==> config.mk <==
export PLATFORM = sky130hd
export DESIGN_NAME = joy_dir_filter
export DESIGN_NICKNAME = d
export VERILOG_FILES = /design/src/rtl/joy_filt_pkg.sv /design/src/rtl/joy_dir_chan.sv /design/src/rtl/joy_dir_filter.sv
export SDC_FILE = /design/constraint.sdc
export NUM_CORES = 1
export LEC_CHECK = 0
export BUFFER_PORTS_ARGS = -buffer_cell sky130_fd_sc_hd__buf_2
export CORE_AREA = 4 4 60 117
export CTS_CLUSTER_DIAMETER = 40
export CTS_CLUSTER_SIZE = 28
export DETAILED_ROUTE_END_ITERATION = 7
export DIE_AREA = 0 0 64 121
export GPL_ROUTABILITY_DRIVEN = 0
export HOLD_SLACK_MARGIN = 0.06
export MAX_ROUTING_LAYER = met4
export PLACE_DENSITY = 0.82
export SYNTH_ARGS = -nofsm -noshare
export SYNTH_HDL_FRONTEND = slang
export SYNTH_SLANG_ARGS = --single-unit
==> constraint.sdc <==
create_clock -name clk -period 5.2 [get_ports clk]
set_clock_uncertainty 0.05 [all_clocks]
set_input_delay 0.78 -clock clk [delete_from_list [all_inputs] [get_ports clk]]
set_output_delay 0.78 -clock clk [all_outputs]
set_load 0.02 [all_outputs]
==> src/rtl/joy_filt_pkg.sv <==
// Shared mode encodings, direction bit positions and helpers for the
// joystick direction filter.
package joy_filt_pkg;

  typedef enum logic [1:0] {
    JF_PASS   = 2'd0,
    JF_NEWEST = 2'd1,
    JF_HOLD   = 2'd2,
    JF_OFF    = 2'd3
  } jf_mode_e;

  localparam int JF_UP    = 3;
  localparam int JF_DOWN  = 2;
  localparam int JF_LEFT  = 1;
  localparam int JF_RIGHT = 0;

  // Priority order up > down > left > right when several bits compete.
  function automatic logic [3:0] onehot_hi(input logic [3:0] v);
    logic [3:0] r;
    r = '0;
    if (v[JF_UP])         r[JF_UP]    = 1'b1;
    else if (v[JF_DOWN])  r[JF_DOWN]  = 1'b1;
    else if (v[JF_LEFT])  r[JF_LEFT]  = 1'b1;
    else if (v[JF_RIGHT]) r[JF_RIGHT] = 1'b1;
    return r;
  endfunction

endpackage

==> src/rtl/joy_dir_chan.sv <==
// One joystick channel: two-flop synchroniser, per-bit debounce, run-time
// direction mode filtering and a one-cycle change strobe.
module joy_dir_chan
  import joy_filt_pkg::*;
#(
  parameter int DB_CYCLES = 4,
  parameter int CNT_W     = $clog2(DB_CYCLES + 1)
) (
  input  logic       clk,
  input  logic       reset_n,
  input  logic [3:0] dir_i,
  input  logic [1:0] mode_i,
  output logic [3:0] dir_o,
  output logic       chg_o
);

  localparam logic [CNT_W-1:0] CNT_MAX = CNT_W'(DB_CYCLES - 1);

  logic [3:0]       sync1_q, sync2_q;
  logic [3:0]       db_q, db_d, dbdly_q;
  logic [CNT_W-1:0] cnt_q [4];
  logic [CNT_W-1:0] cnt_d [4];
  logic [3:0]       mask_q, mask_d;
  logic [3:0]       out_q, out_d;
  logic [1:0]       mode_q;
  logic             chg_q;
  logic [3:0]       new_w;
  jf_mode_e         mode_w;

  assign mode_w = jf_mode_e'(mode_i);
  assign new_w  = db_q & ~dbdly_q;

  // A bit only flips after sync2 disagrees with it for DB_CYCLES samples in a row.
  always_comb begin
    for (int b = 0; b < 4; b++) begin
      db_d[b]  = db_q[b];
      cnt_d[b] = '0;
      if (sync2_q[b] != db_q[b]) begin
        if (cnt_q[b] == CNT_MAX) begin
          db_d[b] = sync2_q[b];
        end else begin
          cnt_d[b] = cnt_q[b] + 1'b1;
        end
      end
    end
  end

  always_comb begin
    mask_d = 4'b1111;
    out_d  = '0;
    case (mode_w)
      JF_PASS: begin
        out_d = db_q;
        if (db_q[JF_UP] && db_q[JF_DOWN]) begin
          out_d[JF_UP]   = 1'b0;
          out_d[JF_DOWN] = 1'b0;
        end
        if (db_q[JF_LEFT] && db_q[JF_RIGHT]) begin
          out_d[JF_LEFT]  = 1'b0;
          out_d[JF_RIGHT] = 1'b0;
        end
      end
      JF_NEWEST: begin
        mask_d = (new_w != 4'b0000) ? onehot_hi(new_w) : mask_q;
        if ((db_q & mask_d) == 4'b0000) mask_d = 4'b1111;
      end
      JF_HOLD: begin
        mask_d = (mask_q == 4'b1111 && db_q != 4'b0000) ? onehot_hi(db_q) : mask_q;
        if ((db_q & mask_d) == 4'b0000) mask_d = 4'b1111;
      end
      JF_OFF: begin
        out_d = '0;
      end
      default: begin
        out_d = '0;
      end
    endcase
    // A mode switch reopens the mask for one cycle so no stale selection survives.
    if (mode_i != mode_q) mask_d = 4'b1111;
    if (mode_w == JF_NEWEST || mode_w == JF_HOLD) out_d = db_q & mask_d;
  end

  always_ff @(posedge clk or negedge reset_n) begin
    if (!reset_n) begin
      sync1_q <= '0;
      sync2_q <= '0;
      db_q    <= '0;
      dbdly_q <= '0;
      for (int b = 0; b < 4; b++) cnt_q[b] <= '0;
      mask_q  <= 4'b1111;
      mode_q  <= '0;
      out_q   <= '0;
      chg_q   <= 1'b0;
    end else begin
      sync1_q <= dir_i;
      sync2_q <= sync1_q;
      db_q    <= db_d;
      dbdly_q <= db_q;
      for (int b = 0; b < 4; b++) cnt_q[b] <= cnt_d[b];
      mask_q  <= mask_d;
      mode_q  <= mode_i;
      out_q   <= out_d;
      chg_q   <= (out_d != out_q);
    end
  end

  assign dir_o = out_q;
  assign chg_o = chg_q;

endmodule

==> src/rtl/joy_dir_filter.sv <==
// Multi-channel joystick direction conditioner; each channel is an
// independent joy_dir_chan, the top only slices the buses.
module joy_dir_filter #(
  parameter int NUM_CH    = 2,
  parameter int DB_CYCLES = 4,
  localparam int CNT_W    = $clog2(DB_CYCLES + 1)
) (
  input  logic                clk,
  input  logic                reset_n,
  input  logic [4*NUM_CH-1:0] dir_in,
  input  logic [2*NUM_CH-1:0] mode,
  output logic [4*NUM_CH-1:0] dir_out,
  output logic [NUM_CH-1:0]   dir_chg
);

  for (genvar c = 0; c < NUM_CH; c++) begin : g_ch
    joy_dir_chan #(
      .DB_CYCLES(DB_CYCLES),
      .CNT_W    (CNT_W)
    ) u_chan (
      .clk    (clk),
      .reset_n(reset_n),
      .dir_i  (dir_in[4*c +: 4]),
      .mode_i (mode[2*c +: 2]),
      .dir_o  (dir_out[4*c +: 4]),
      .chg_o  (dir_chg[c])
    );
  end

endmodule

==> results.cfg <==
[synth]
mappedNetlistArea_mm2 = 0.00387
synthCells = 382
synth_nets = 410
yosysSeqAreaShare_pct = 50.7
ys_ff_latch = 78
synth_warnings = 0
ys_types = 57
synth-edff-count = 0
ys.flop_type = dfrtp_1
synth_area_leader_cell = dfrtp_1
synth.area.top_cells = dfrtp_1 (45%), dfstp_2 (5.4%), ha_1 (4.5%), nor2b_1 (3.7%), nand2_1 (3.5%)
avgSynthCellArea_um2 = 10.1
synthArstFlopShare_pct = 100
synth_top_area_share_pct = 45.3

[pwr]
p_per_area_mw_per_mm2 = 570
p_leak_nw = 1.93
ir_drop_mv = 0.360

[placed_design]
io_buffers = 23
pre_cts_ws_ns = 1.81
dp_hpwl_mm = 5.46
place_inst = 478

[setup_path]
cp.required_ns = 5.36
startpoint_type = primary input
r2r-start = g_ch[0].u_chan.db_q[0]
cp-end-kind = flop
crit_fanout = 11
cp.arrival_ns = 3.22
r2r_slack_ns = 2.24
r2r_cells = 7
r2r_end = g_ch[0].u_chan.chg_o
path_class = primary input to flop

[clock_tree]
cts_buffers = 9
clk_latency_ns = 0.34
cts_tree = done
h-tree-depth = 3
cts_hold_buf = 0
numClockSinks = 78
ctsResizeCount = 0
clk_pin_slew_ns = 0.06
cts_setup_buffers = 0
cts_root_buf = clkbuf_16
clockBufferDepth = 2

[global_route]
overflow = 0
grt_start_max_net_pins = 79
grt_antenna_before_repair = 0
grt_pass1_wl_mm = 13.7
grt_pass1_vias = 3023
grt.total_usage_pct = 23.2

[route]
vias_per_cell = 6.14
detail-route-antenna-nets = 0
drc = 0
wl_per_cell_um = 16.3
firstDrtPassIters = 6
drt_iter0_drc = 337
vias = 3031
routed_wl_mm = 8.07

[timing]
hold_viol = 0
period_needed_ns = 3.05
finalCritPeriodShare_pct = 58.7
slew_violations = 0
max_freq_ghz = 0.327
fin_tns_setup_ns = 0
rsz0062_at_grt = false
setup_viol = 0
worst_slew_pin_slew_ns = 0.937
relSlewSlack_pct = 37.6
setup_ws_ns = 2.15

[floorplanning]
die_width_um = 64
dieArea_mm2 = 0.00774
die_h_um = 121
core_mm2 = 0.00621
fp-row-count = 41
initial_core_util_pct = 62.3
num_io_pins = 24

[min_path]
min_from = g_ch[1].u_chan.sync1_q[3]
min_to = g_ch[1].u_chan.sync2_q[3]
hold_class = flop to flop
whs_path_depth = 0

[outcome]
status = finished, final reports clean

[final_layout]
mostFrequentLayoutCells = dfrtp_1 (70), nand2_1 (36), nor2_1 (27)
final_nets = 431
area_growth_pct = 11.6
layout_commonest_cell = dfrtp_1
layout-drive-gt1-share_pct = 14.5
antenna_cells = 0
stdcell_count = 494

[flow_run]
drv_cap = 0
-- cells in the mapped netlist, types with 3 or more instances --
library cell / instances
clkbuf_1: 8
a21oi_1: 15
a21boi_0: 5
dfstp_2: 8
o2bb2ai_1: 3
nor2_1: 27
mux2_2: 5
nor3b_1: 13
a31oi_1: 8
and2_1: 3
nand3_1: 10
nor2b_1: 23
nand4_1: 6
o211ai_1: 5
nor3_1: 11
dfrtp_1: 70
o22ai_1: 4
nand2b_1: 10
ha_1: 14
xnor2_1: 12
nand2_1: 36
o21ai_0: 19
a22oi_1: 4
inv_1: 17
-- area by class of cell --
| class | instances | area [um^2] |
|---|---|---|
| flip-flops and latches | 78 | 1960 |
| fillers | 446 | 1890 |
| multi-input cells | 272 | 1760 |
| clock buffers | 12 | 246 |
| repair buffers | 23 | 118 |
| well taps | 86 | 108 |
| inverters | 19 | 71.3 |
| clock inverters | 4 | 55.1 |
-- kinds of logic (layout without fill, tap and decap cells) --
group / count (synthesis) / count (layout) / share of synthesized area (%)
AO/OA/AOI/OAI: 93 / 93 / 16.7
XOR/XNOR: 12 / 12 / 2.72
adder cells (fa/ha/maj): 14 / 14 / 4.53
buffers and inverters: 32 / 58 / 3.85
flip-flops: 78 / 78 / 50.7
multiplexers: 6 / 6 / 1.72
AND/OR/NAND/NOR: 147 / 147 / 19.7
-- worst max-delay path: stages --
cell and delay [ns]:
buf_2 0.12, inv_1 0.07, ha_1 0.47, nand3_1 0.15
o21bai_2 0.23, a211o_2 0.36, mux2i_1 0.13, o41a_1 0.40
or4_1 0.51
-- sequential cells by signal (all words and copies together), names as in the netlist --
signal / flops
g_ch.u_chan.dbdly_q: 8
g_ch.u_chan.sync2_q: 8
g_ch.u_chan.mode_q: 4
g_ch.u_chan.mask_q: 8
g_ch.u_chan.chg_o: 2
g_ch.u_chan.dir_o: 8
g_ch.u_chan.sync1_q: 8
g_ch.u_chan.cnt_q: 24
g_ch.u_chan.db_q: 8
-- power breakdown --
group | switching [mW] | internal (mW) | total (mW)
clock network | 0.241 | 0.387 | 0.628
registers | 0.219 | 0.763 | 0.982
logic | 0.478 | 0.371 | 0.848
-- how the worst max path moves through the flow --
stage | start | to | slack (ns) | depth (start not counted)
3_5_place_dp | mode[0] | g_ch[0].u_chan.chg_o | 1.81 | 9
5_1_grt | mode[0] | g_ch[0].u_chan.chg_o | 2.04 | 9
3_3_place_gp | mode[0] | g_ch[0].u_chan.chg_o | 1.88 | 9
6_report | mode[0] | g_ch[0].u_chan.chg_o | 2.15 | 9
2_1_floorplan | mode[0] | g_ch[0].u_chan.chg_o | 2.31 | 8
4_1_cts | mode[0] | g_ch[0].u_chan.chg_o | 2.17 | 9
-- routing by layer --
metal | wire [um] | up-vias | global-route usage (%)
met1 | 3260 | 1442 | 28.9
met4 | 189 | 0 | 10.1
met2 | 4040 | 157 | 35.3
met3 | 592 | 25 | 6.21
li1 | - | 1407 | -
met5 | 0 | - | -
-- per-stage QoR --
step                      power, mW  area, um^2  util [%]  hold slack, ns
after floorplan                1.61        3870         -           0.281
after global routing           2.62        4320      69.5           0.307
after global placement         1.76        4010      64.7           0.282
after detailed placement       1.81        4010      64.7           0.288
after CTS                      2.45        4320      69.5           0.305
final                          2.46        4320      69.5           0.301
No activity file was read; power rests on OpenSTA's default activity.
